--- src/rtl/mtcmos_sleep_ctrl.sv ---
// mtcmos_sleep_ctrl
// Sleep-sequencing controller driving the sleep pins of an MTCMOS flip-flop bank.
// A qualified sleep request is sequenced as isolate -> sleep -> rail-settle wake
// -> de-isolate. The sequence guarantees that no flip-flop sees a clock pulse or
// data change while its sleep state is in transition.
//
// Ports:
//   clk         : clock, all state changes on rising edge
//   rst_n       : asynchronous active-low reset
//   sleep_req   : level sleep request from power manager
//   wake_req    : event wake, forces exit from sleep
//   busy        : domain activity, blocks sleep entry
//   sleep       : registered drive to flip-flop sleep pins
//   iso_en      : registered output-isolation enable
//   ack         : high only while in SLEEP
//   state       : current FSM encoding
//   sleep_count : saturating count of SLEEP entries
module mtcmos_sleep_ctrl #(
  parameter int unsigned IDLE_CYCLES = 16,
  parameter int unsigned ISO_CYCLES  = 2,
  parameter int unsigned WAKE_CYCLES = 8,
  parameter int unsigned CNT_W       = 8
) (
  input  logic        clk,
  input  logic        rst_n,
  input  logic        sleep_req,
  input  logic        wake_req,
  input  logic        busy,
  output logic        sleep,
  output logic        iso_en,
  output logic        ack,
  output logic [2:0]  state,
  output logic [15:0] sleep_count
);

  typedef enum logic [2:0] {
    ST_ACTIVE    = 3'd0,
    ST_IDLE_WAIT = 3'd1,
    ST_ISOLATE   = 3'd2,
    ST_SLEEP     = 3'd3,
    ST_WAKE      = 3'd4,
    ST_DEISO     = 3'd5
  } state_e;

  localparam logic [CNT_W-1:0] IDLE_LAST = CNT_W'(IDLE_CYCLES - 1);
  localparam logic [CNT_W-1:0] ISO_LAST  = CNT_W'(ISO_CYCLES - 1);
  localparam logic [CNT_W-1:0] WAKE_LAST = CNT_W'(WAKE_CYCLES - 1);

  state_e             state_q, state_d;
  logic [CNT_W-1:0]   cnt_q, cnt_d;
  logic               armed_q, armed_d;
  logic [15:0]        sleep_count_q, sleep_count_d;
  logic               sleep_q, sleep_d;
  logic               iso_q, iso_d;
  logic               ack_q, ack_d;

  always_comb begin
    state_d       = state_q;
    cnt_d         = cnt_q;
    armed_d       = armed_q;
    sleep_count_d = sleep_count_q;

    case (state_q)
      ST_ACTIVE: begin
        if (!sleep_req) begin
          armed_d = 1'b1;
        end else if (!busy && armed_q) begin
          state_d = ST_IDLE_WAIT;
          cnt_d   = '0;
        end
      end

      ST_IDLE_WAIT: begin
        // busy is checked before the terminal count so it wins on the last cycle
        if (busy || !sleep_req) begin
          state_d = ST_ACTIVE;
        end else if (cnt_q == IDLE_LAST) begin
          state_d = ST_ISOLATE;
          cnt_d   = '0;
        end else begin
          cnt_d = cnt_q + CNT_W'(1);
        end
      end

      ST_ISOLATE: begin
        if (wake_req || !sleep_req) begin
          state_d = ST_DEISO;
          armed_d = 1'b0;
        end else if (cnt_q == ISO_LAST) begin
          state_d = ST_SLEEP;
          armed_d = 1'b0;
          if (sleep_count_q != '1) begin
            sleep_count_d = sleep_count_q + 16'd1;
          end
        end else begin
          cnt_d = cnt_q + CNT_W'(1);
        end
      end

      ST_SLEEP: begin
        if (wake_req || !sleep_req) begin
          state_d = ST_WAKE;
          cnt_d   = '0;
        end
      end

      ST_WAKE: begin
        if (cnt_q == WAKE_LAST) begin
          state_d = ST_DEISO;
          armed_d = 1'b0;
        end else begin
          cnt_d = cnt_q + CNT_W'(1);
        end
      end

      ST_DEISO: begin
        state_d = ST_ACTIVE;
      end

      default: begin
        state_d = ST_ACTIVE;
        cnt_d   = '0;
      end
    endcase

    // Outputs are decoded from the next state so the registered copies
    // change on the same edge as the state register.
    sleep_d = (state_d == ST_SLEEP);
    ack_d   = (state_d == ST_SLEEP);
    iso_d   = (state_d == ST_ISOLATE) || (state_d == ST_SLEEP) ||
              (state_d == ST_WAKE)    || (state_d == ST_DEISO);
  end

  always_ff @(posedge clk or negedge rst_n) begin
    if (!rst_n) begin
      state_q       <= ST_ACTIVE;
      cnt_q         <= '0;
      armed_q       <= 1'b0;
      sleep_count_q <= '0;
      sleep_q       <= 1'b0;
      iso_q         <= 1'b0;
      ack_q         <= 1'b0;
    end else begin
      state_q       <= state_d;
      cnt_q         <= cnt_d;
      armed_q       <= armed_d;
      sleep_count_q <= sleep_count_d;
      sleep_q       <= sleep_d;
      iso_q         <= iso_d;
      ack_q         <= ack_d;
    end
  end

  assign sleep       = sleep_q;
  assign iso_en      = iso_q;
  assign ack         = ack_q;
  assign state       = state_q;
  assign sleep_count = sleep_count_q;

endmodule

--- config.mk ---
export PLATFORM = sky130hd
export DESIGN_NAME = mtcmos_sleep_ctrl
export DESIGN_NICKNAME = d
export VERILOG_FILES = /design/src/rtl/mtcmos_sleep_ctrl.sv
export SDC_FILE = /design/constraint.sdc
export NUM_CORES = 1
export LEC_CHECK = 0
export ABC_AREA = 1
export BUFFER_PORTS_ARGS = -buffer_cell sky130_fd_sc_hd__buf_4
export CELL_PAD_IN_SITES_DETAIL_PLACEMENT = 1
export CELL_PAD_IN_SITES_GLOBAL_PLACEMENT = 2
export CORE_AREA = 2 2 82 84
export DETAILED_ROUTE_END_ITERATION = 10
export DIE_AREA = 0 0 84 86
export PLACE_DENSITY_LB_ADDON = 0.1
export SYNTH_ARGS = -nofsm -noshare
export SYNTH_HDL_FRONTEND = slang
export SYNTH_SLANG_ARGS = --single-unit
--- constraint.sdc ---
create_clock -name clk -period 4.1 [get_ports clk]
set_clock_uncertainty 0.15 [all_clocks]
set_input_delay 0 -clock clk [delete_from_list [all_inputs] [get_ports clk]]
set_output_delay 0 -clock clk [all_outputs]
set_load 0.02 [all_outputs]
==> impl_metrics.toml <==
[floorplanning]
ioPinCount = 27
fp.dieArea_um2 = 7220
fp.dieW_um = 84
start_util_pct = 33.3
rows = 29
core_area_um2 = 6280
dieHeight_um = 86

[global_route]
grt_first_pass_wirelength_um = 9620
overflow = 0
grt_antenna_before_repair = 0
grt_max_degree = 31
grt_pass1_vias = 1975
grt_usage_pct = 16.8

[detailed_routing]
antenna_left = 0
wl_per_cell_um = 13.4
drc = 0
first_pass_iters = 4
vias = 1985
vias_per_cell = 4.76
drtIter0Drc = 35
wl_um = 5600

[setup_path]
required_ns = 4.16
crit_type = "flip-flop to flip-flop"
rr_worst_depth = 10
cp-end-kind = "flip-flop"
rr_startpoint = "sleep_count[0]$_DFFE_PN0P_"
start_kind = "flip-flop"
worstPathArrival_ns = 1.98
r2r-end = "sleep_count[10]$_DFFE_PN0P_"
cp_max_fo = 19
rrSetupSlack_ns = 2.18

[clocking]
cts-root-buf = "clkbuf_8"
clock_latency_ns = 0.28
clk_transition_reported_paths_ns = 0.07
h-tree-depth = 2
cts_num_sinks = 30
cts_tree = "built"
cts_resized = 0
cts_made_buffers = 5
cts_buffer_depth = 2

[yosys]
synthTopCellsByCount = "nand2_1, nand3_1, inv_1, dfrtp_1, nor2_1"
syn_area_um2 = 2090
syn_avg_cell_area_um2 = 6.81
synth_fp_nets = 315
ys.flop_type = "dfrtp_1"
yosysUniqueCellTypes = 29
synth_seq_cells = 30
yosys-top-cells-area = "dfrtp_1, nand2_1, nand3_1, inv_1, nor2_1"
synth_most_common_cell = "nand2_1"
yosys_warnings = 0
synth_top_area_share_pct = 35.9
ys_async_sr_fraction_pct = 100
synth_edf_count = 0
synth_area_leader_cell = "dfrtp_1"
synth_cells = 307
seq_area_frac_synth_pct = 35.9

[cells_and_area]
drive_gt1_share_pct = 17.6
stdcell_count = 417
antenna_cells = 0
area_growth_pct = 17.9
fin_nets = 347

[sta]
timing.final.max_slew_violations = 0
slew_headroom_pct = 54.8
setup_violations = 0
rsz0062_at_grt = "false"
fmax_mhz = 522
fin_setup_tns_ns = 0
min_period_ns = 1.92
hold_viol_final = 0
tightest_slew_ns = 0.674
fin_crit_sh_pct = 46.7

[placement]
gp_congestion = 0.746
place_hpwl_um = 4150
dp_cells = 405
io_buffers = 26

[run_status]
status = "finished, final reports clean"

[pwr]
combPwrFrac_pct = 10.9
p_leak_nw = 1.36
p_sw_share_pct = 27.6
p_int_w = 0.000459
p_per_area_nw_per_um2 = 257
p_clk_share_pct = 40.4
switchingPower_w = 0.000175
seq_power_share_pct = 48.7
ir_worst_vdd_mv = 0.104

[run]
maxCapViolCount = 0

[hold_path]
hold_class = "input port to asynchronous set/reset pin"
placed cells by master, fill, tap and decap left out, types with 4 or more instances in the layout:
master and count:
nand2_1 123, nand2_2 12, inv_1 31, xor2_1 5
clkbuf_8 6, nand3_1 32, dlygate4sd3_1 4, nor3_1 4
o21ai_0 4, nand4_1 6, buf_4 26, xnor2_1 7
nor2_2 5, nor2_1 25, dfrtp_1 30
power groups by stage:
stage | logic [W] | clock network (W) | registers (W)
global route | 0.0000799 | 0.000278 | 0.000310
floorplan | 0.0000417 | 0 | 0.000314
finish | 0.0000688 | 0.000256 | 0.000309
global placement | 0.0000692 | 0 | 0.000314
CTS | 0.0000714 | 0.000267 | 0.000309
detailed placement | 0.0000681 | 0 | 0.000314
worst max-delay path: stages, from the launching register on:
cell and delay, ns:
dfrtp_1 0.42, ha_1 0.26, inv_1 0.13, nor2_4 0.07
nand2_4 0.08, nor2_4 0.04, nor2_2 0.18, nand2_8 0.15
inv_4 0.21, nand2_1 0.07, nand2_1 0.06
registers in the layout (all words and copies together), names as in the netlist:
signal       flops
sleep_count     16
state            3
ack              1
armed_q          1
iso_en           1
cnt_q            8
kinds of logic (layout without fill, tap and decap cells):
kind of cell,after synthesis,count (layout),share of synthesized area [%]
fa+ha+maj,3,3,1.80
xor+xnor,12,12,5.03
flops,30,30,35.9
buf+inv,39,72,8.56
compound gates,7,7,1.92
simple gates,216,216,46.8
timing repair:
action	in CTS	in global routing
hold buffers	4	0
buffers inserted	0	0
endpoints found under the hold margin	33	0
metrics by stage:
| stage | hold slack [ns] | worst slack [ns] | power [W] | utilization, % | cell area [µm²] |
|---|---|---|---|---|---|
| 6_report | 0.0374 | 2.18 | 0.000634 | 39.3 | 2460 |
| 5_1_grt | 0.0666 | 1.99 | 0.000668 | 39.3 | 2460 |
| 3_3_place_gp | -0.181 | 2.21 | 0.000383 | 37.2 | 2330 |
| 3_5_place_dp | -0.181 | 2.19 | 0.000382 | 37.2 | 2330 |
| 2_1_floorplan | -0.446 | 2.30 | 0.000355 | - | 2090 |
| 4_1_cts | 0.0549 | 2.17 | 0.000647 | 39.3 | 2460 |
final cells by class:
| type | instances | area [µm²] |
|---|---|---|
| clock buffers | 7 | 86.3 |
| clock inverters | 1 | 5.00 |
| fillers | 828 | 3810 |
| inverters | 34 | 130 |
| multi-input cells | 238 | 1160 |
| flip-flops and latches | 30 | 751 |
| well taps | 77 | 96.3 |
| repair buffers | 30 | 235 |
how the worst max path moves through the flow:
stage | start | endpoint | slack [ns] | cells past startpoint
after floorplan | sleep_count[1]$_DFFE_PN0P_ | sleep_count[5]$_DFFE_PN0P_ | 2.30 | 11
after global placement | sleep_count[0]$_DFFE_PN0P_ | sleep_count[10]$_DFFE_PN0P_ | 2.21 | 10
after detailed placement | sleep_count[0]$_DFFE_PN0P_ | sleep_count[10]$_DFFE_PN0P_ | 2.19 | 10
after CTS | sleep_count[0]$_DFFE_PN0P_ | sleep_count[10]$_DFFE_PN0P_ | 2.17 | 10
after global routing | state[1]$_DFF_PN0_ | cnt_q[0]$_DFFE_PN0P_ | 1.99 | 7
final | sleep_count[0]$_DFFE_PN0P_ | sleep_count[10]$_DFFE_PN0P_ | 2.18 | 10
metal layers:
layer	vias to the layer above	track usage, %	part of all wire (%)
met4	0	4.84	1.1
met1	942	20.6	46
met5	-	0	0
met3	5	2.41	2.5
met2	23	30.5	51
li1	1015	-	-
No activity file was read; power rests on OpenSTA's default activity.
